`config.mk`:
```
export PLATFORM = sky130hd
export DESIGN_NAME = kmac_absorb_pad
export DESIGN_NICKNAME = d
export VERILOG_FILES = /design/src/rtl/kmac_absorb_pad.sv
export SDC_FILE = /design/constraint.sdc
export NUM_CORES = 2
export LEC_CHECK = 0
export CELL_PAD_IN_SITES_DETAIL_PLACEMENT = 0
export CELL_PAD_IN_SITES_GLOBAL_PLACEMENT = 1
export CORE_AREA = 4 4 427 429
export CTS_CLUSTER_SIZE = 25
export DETAILED_ROUTE_END_ITERATION = 8
export DIE_AREA = 0 0 431 433
export PLACE_DENSITY = 0.67
export REMOVE_ABC_BUFFERS = 1
export SKIP_CTS_REPAIR_TIMING = 1
export SYNTH_ARGS = -nofsm -noshare
export SYNTH_HDL_FRONTEND = slang
export SYNTH_SLANG_ARGS = --single-unit
export TNS_END_PERCENT = 100
```
`constraint.sdc`:
```
create_clock -name clk -period 4.54 [get_ports clk]
set_input_delay 0.908 -clock clk [delete_from_list [all_inputs] [get_ports clk]]
set_output_delay 0.908 -clock clk [all_outputs]
set_load 0.05 [all_outputs]
```
`src/rtl/kmac_absorb_pad.sv`:
```
// Byte-stream absorber for the KMAC sponge: packs message bytes into rate-sized
// blocks and closes each message with the domain suffix plus pad10*1.
module kmac_absorb_pad #(
  parameter int          RATE_BYTES = 136,
  parameter logic [7:0]  SUFFIX     = 8'h04
) (
  input  logic                    clk,
  input  logic                    rst_n,
  input  logic                    in_valid,
  output logic                    in_ready,
  input  logic [7:0]              in_data,
  input  logic                    in_keep,
  input  logic                    in_last,
  output logic                    blk_valid,
  input  logic                    blk_ready,
  output logic [8*RATE_BYTES-1:0] blk_data,
  output logic                    blk_last
);

  localparam int                 IDX_W    = $clog2(RATE_BYTES + 1);
  localparam int                 BLK_W    = 8 * RATE_BYTES;
  localparam logic [IDX_W-1:0]   FULL_IDX = IDX_W'(RATE_BYTES);
  localparam logic [BLK_W-1:0]   PAD_BLK  = (BLK_W'(8'h80) << (BLK_W - 8)) | BLK_W'(SUFFIX);

  typedef enum logic {FILL, EMIT} state_t;

  state_t           state;
  logic [IDX_W-1:0] idx;
  logic             pad_pending;

  logic [IDX_W-1:0] wr_idx;
  logic [BLK_W-1:0] fill_data;
  logic [BLK_W-1:0] term_data;

  // Handshake outputs come straight from the state register, so blk_ready
  // never reaches in_ready combinationally.
  assign in_ready  = (state == FILL);
  assign blk_valid = (state == EMIT);

  // NOTE: every always_comb output gets a full default first so no latch is inferred.
  always_comb begin
    wr_idx    = idx + IDX_W'(in_keep);
    fill_data = blk_data;
    if (in_keep) fill_data[{idx, 3'b000} +: 8] = in_data;
    term_data = fill_data;
    if (wr_idx != FULL_IDX) term_data[{wr_idx, 3'b000} +: 8] = SUFFIX;
    // OR rather than overwrite so a suffix landing on the last byte keeps both bits.
    term_data[BLK_W-1 -: 8] = term_data[BLK_W-1 -: 8] | 8'h80;
  end

  // NOTE: state registers use non-blocking assignments so every flop samples
  // the pre-edge values regardless of statement order.
  always_ff @(posedge clk or negedge rst_n) begin
    if (!rst_n) begin
      state       <= FILL;
      idx         <= '0;
      pad_pending <= 1'b0;
      blk_data    <= '0;
      blk_last    <= 1'b0;
    end else begin
      unique case (state)
        FILL: begin
          if (in_valid) begin
            idx <= wr_idx;
            if (wr_idx == FULL_IDX) begin
              // Message ending exactly on a block edge still owes a pad-only block.
              blk_data    <= fill_data;
              blk_last    <= 1'b0;
              pad_pending <= in_last;
              state       <= EMIT;
            end else if (in_last) begin
              blk_data <= term_data;
              blk_last <= 1'b1;
              state    <= EMIT;
            end else begin
              blk_data <= fill_data;
            end
          end
        end
        EMIT: begin
          if (blk_ready) begin
            if (pad_pending) begin
              blk_data    <= PAD_BLK;
              blk_last    <= 1'b1;
              pad_pending <= 1'b0;
            end else begin
              blk_data <= '0;
              blk_last <= 1'b0;
              idx      <= '0;
              state    <= FILL;
            end
          end
        end
        default: state <= FILL;
      endcase
    end
  end

endmodule

```
== Word level (Yosys, flattened, before mapping) ==
Index checks and enable logic that the tools add are counted.
Cells by class
  add/sub/neg operators: 3
  eq/ne operators: 7
  shifts and indexed selects: 4
  muxes and demuxes: 29
  bitwise logic cells: 1
  reduce and logical (&&, ||, !) cells: 4
Operators by type and width (count)
  $mux 1088: 6
  $bwmux 1088: 2
  $pmux 1088 s2: 1
  $shift 8x13->1088 const A: 2
  $shiftx 8x13->1088: 1
  $shiftx 8x13->1088 const A: 1
  $mux 1087: 1
  $neg 11->13: 2
  $mux 8: 3
  $pmux 8 s2: 1
  $mux 1: 12
  $reduce_and 3->1: 3
  $add 8x1->8: 1
  $eq 8x8->1 const B: 1
  $ne 8x8->1 const B: 1
  $ne 2x2->1 const B: 3
  $pmux 1 s2: 3
  $ne 3x1->1 const B: 1
  $ne 2x1->1 const B: 1
  $reduce_and 2->1: 1
  $not 1->1: 1
Word-level totals
  flip-flop bits (word level): 1099
  output and inout bits: 1091
  logic and storage cells: 53

== Longest topological paths before layout ==
  depth in word-level cells: 10
  mapped depth: 14
  mapped depth without buffers: 11

== Worst setup path after synthesis ==
No wires, ideal clock.
  kind: input to register
  start point: in in_keep
  end point: reg blk_data[32]
  library setup time: 0.122 ns
  arrival: 3.896 ns
  required time: 4.418 ns
  setup slack: 0.523 ns
  stages on the path: 12
  path buffers: 3
  cell sequence: ha_1 > ha_1 > buf_2 > nand3_1 > xor2_1 > nand3_1 > or4_1 > buf_2 > a211oi_4 > buf_2 > nand3_2 > a32o_1
On the way
  longest elaborated chain between the ends: 9
  elaborated cells between the ends (all ways): 13
  those cells by class: add/sub: 2; eq/ne: 2; shift: 2; mux: 7
Ends and longest elaborated chain
  from (decl): line 12  | input logic in_keep,
  $add 8x1->8: line 42  | wr_idx = idx + IDX_W'(in_keep);
  $neg 11->13: line 46  | if (wr_idx != FULL_IDX) term_data[{wr_idx, 3'b000} +: 8] = SUFFIX;
  $shiftx 8x13->1088 / $shift 8x13->1088 (equally long branches): line 46
  $bwmux 1088: line 46
  $mux 1087: line 46
  $mux 1088: line 71  | end else if (in_last) begin
  $mux 1088 *: line 65  | if (wr_idx == FULL_IDX) begin
  $mux 1088 *: line 63  | if (in_valid) begin
  $pmux 1088 s2 *: line 61  | unique case (state)
  to (signal assigned): line 67  | blk_data <= fill_data;
  to (signal assigned): line 72  | blk_data <= term_data;
  to (signal assigned): line 76  | blk_data <= fill_data;
  to (decl): line 16  | output logic [8*RATE_BYTES-1:0] blk_data,
Mark *: on every way between the ends. The rest lies on a longest branch, timed or not. The select of a mux whose other input is x is not followed.
A chain may end at the register's enable or synchronous reset.

== Final worst setup path ==
  start point: reg idx[1]
  end point: reg blk_data[911]
On the way
  longest elaborated chain between the ends: 10
  elaborated cells between the ends (all ways): 17
  those cells by class: add/sub: 3; eq/ne: 2; shift: 4; mux: 8
Ends and longest elaborated chain
  from (decl): line 28  | logic [IDX_W-1:0] idx;
  from (signal assigned): line 64  | idx <= wr_idx;
  parallel branches: the longest is 7 deep, another holds $neg 11->13
  $mux 1088 *: line 65
  $mux 1088 *: line 63
  $pmux 1088 s2 *: line 61
Mark *: on every way between the ends. The select of a mux whose other input is x is not followed.

==> flow_metrics.env <==
export IMPL_reg2regPathDepth=10
export IMPL_ys_types=79
export IMPL_drt_vias_per_instance=5.84
export IMPL_synthCells=4662
export IMPL_grt_overflow_total=0
export IMPL_synth_top_area_cell="dfrtp_1"
export IMPL_hp_class="input port to asynchronous set/reset pin"
export IMPL_grt_start_max_net_pins=137
export IMPL_p_total_mw=32.9
export IMPL_crit_cells=10
export IMPL_vdd_drop_max_mv=0.345
export IMPL_synth_edf_count=0
export IMPL_synth_ff_type="dfrtp_1"
export IMPL_max_stage_delay_ns=0.77
export IMPL_skew_ns=0.0435
export IMPL_cp_start_kind="register"
export IMPL_path_class="register to register"
export IMPL_cts_buffers=135
export IMPL_port_buffers=1104
export IMPL_status="complete, no violations"
export IMPL_slew_headroom_pct=7.73
export IMPL_grt_usage_pct=32.4
export IMPL_first_pass_iters=6
export IMPL_critPathRequiredTime_ns=5.26
export IMPL_grt_pass1_vias=51400
export IMPL_synth_area_leaders="dfrtp_1 57%, o2bb2ai_1 5.1%, nand2_1 5.0%, o22ai_1 3.3%, o211ai_1 3.0%"
export IMPL_antenna_found_initial=11
export IMPL_worst_path_buf_inv=2
export IMPL_arrival_ns=5.12
export IMPL_cts_root_buf="clkbuf_16"
export IMPL_cts_sink_count=1099
export IMPL_ys_warn_count=0
export IMPL_drt_wl_total_mm=313
export IMPL_drv_slew=0
export IMPL_end_kind="register"
export IMPL_wl_per_cell_um=35.6
export IMPL_nets=6358
export IMPL_synth_top_area_share_pct=56.5
export IMPL_drv_cap=0
export IMPL_die_x_um=431
export IMPL_finalSetupTns_ns=0
export IMPL_grt_setup_unrepaired="false"
export IMPL_drive_gt1_share_pct=16.6
export IMPL_worst_path_max_delay_cell="nor3_1"
export IMPL_dieHeight_um=433
export IMPL_ioPinCount=1105
export IMPL_setup_violations=0
export IMPL_power_density_nw_per_um2=452
export IMPL_route_detailed_drc=0
export IMPL_tritoncts="yes"
export IMPL_insertion_delay_ns=0.82
export IMPL_drt_iter0_markers=5248
export IMPL_worst_pin_slew_ns=1.38
export IMPL_final_common_cell="dfrtp_1"
export IMPL_syn2layout_area_growth_pct=49.6
export IMPL_start_util_pct=27.3
export IMPL_final_cell_mix="1099 x dfrtp_1, 1096 x clkdlybuf4s50_1, 692 x buf_4"
export IMPL_via_count=51400
export IMPL_syn_cell_area_um2=48700
export IMPL_p_leak_nw=29.6
export IMPL_cp_top_family="simple AND/OR/NAND/NOR gates"
export IMPL_max_clock_freq_mhz=227
export IMPL_placementRows=155
export IMPL_timing_final_hold_violations=0
export IMPL_ant_nets=0
export IMPL_synth_area_per_cell_um2=10.4
export IMPL_place_gp_congestion=0.927
export IMPL_hpwl_mm=239
export IMPL_yosysSeqAreaShare_pct=56.5
export IMPL_grt_first_pass_wirelength_mm=427
export IMPL_period_share_pct=97.0
export IMPL_clockBufferDepth=3
export IMPL_crit_chain="inv_1 -> ha_1 -> nor3b_1 -> nand2_1 -> and2_2 -> nor3_1 -> nand2_1 -> buf_4 -> nor3_1 -> a32o_1"
export IMPL_cts_max_level=4
export IMPL_ys_ff_latch=1099
export IMPL_core_um2=178000
export IMPL_cts_clk_slew_worst_paths_ns=0.06
export IMPL_die_area_um2=187000
export IMPL_crit_path_max_fanout=14
export IMPL_synthArstFlopShare_pct=100
export IMPL_period_minus_slack_ns=4.40
==> Yosys cell counts (17+ instances only) <==
library cell and instances:
o21ai_1 97, nand2_1 648, a22o_1 159, nor2_1 237
o211ai_1 197, buf_2 26, o22ai_1 254, nand3_1 123
clkbuf_1 266, o21ai_0 262, dfrtp_1 1099, nor4_1 89
buf_1 33, and3_1 18, and2_1 27, o2bb2ai_1 284
a211oi_1 22, nor3_1 106, o221ai_1 39, a32oi_1 17
o2111ai_1 17, a221oi_1 47, a32o_1 108, o31ai_1 71
a21oi_1 85, inv_1 24, a31oi_1 35
==> report_power, final <==
group / total, mW / internal (mW) / switching [mW]
Sequential: 10.1 / 9.97 / 0.157
Combinational: 11.6 / 3.07 / 8.49
Clock: 11.2 / 6.59 / 4.65
Total: 32.9 / 19.6 / 13.3
==> cell type report <==
type / count / area (µm²)
Antenna cell: 6 / 15.0
Timing Repair Buffer: 1862 / 17500
Multi-Input combinational cell: 3214 / 20200
Clock inverter: 51 / 603
Tap cell: 2355 / 2950
Inverter: 24 / 90.1
Clock buffer: 188 / 3940
Fill cell: 17400 / 105000
Sequential cell: 1099 / 27500
==> sequential cells by signal, indices dropped and copies added, names as in the netlist <==
name / cells
idx: 8
blk_data: 1088
blk_valid: 1
pad_pending: 1
blk_last: 1
==> worst paths after layout <==
kind / start / slack (ns) / end
max in group asynchronous: rst_n / 3.10 / blk_data[431]
max reg2reg: idx[1] / 0.14 / blk_data[911]
min in group clk: blk_data[1082] / 0.48 / blk_data[1082]
min: rst_n / 0.1 / blk_data[144]
max: idx[1] / 0.14 / blk_data[911]
min reg2reg: blk_data[1082] / 0.48 / blk_data[1082]
==> per-layer routing <==
metal	vias to the layer above	global-route usage [%]	part of all wire [%]
li1	21400	-	-
met1	26400	37.9	37
met2	2852	54.1	48
met3	676	8.54	8.6
met4	6	17.8	6.7
met5	-	0	0.013
==> kinds of logic (layout without fill, tap and decap cells) <==
family / after synthesis / count (layout) / share of synthesized area, %
compound gates: 1827 / 1827 / 27.6
xor+xnor: 17 / 17 / 0.321
fa+ha+maj: 8 / 8 / 0.206
buf+inv: 349 / 2125 / 2.76
flops: 1099 / 1099 / 56.5
mux: 15 / 15 / 0.316
other cells: 0 / 6 / 0
simple gates: 1347 / 1347 / 12.3
==> stage by stage <==
| stage | util (%) | hold slack (ns) | cells | instance area (µm²) | worst slack, ns |
|---|---|---|---|---|---|
| after floorplan | - | 0.517 | 4337 | 47400 | -8.05 |
| after CTS | 40.8 | 0.0863 | 8793 | 72800 | 0.189 |
| after global placement | 38.3 | 0.466 | 8554 | 68200 | -0.650 |
| after detailed placement | 38.3 | 0.472 | 8554 | 68200 | -0.627 |
| final | 40.8 | 0.0969 | 8799 | 72800 | 0.137 |
| after global routing | 40.8 | 0.0968 | 8796 | 72800 | 0.0456 |
Power figures use the tool's default switching activity.
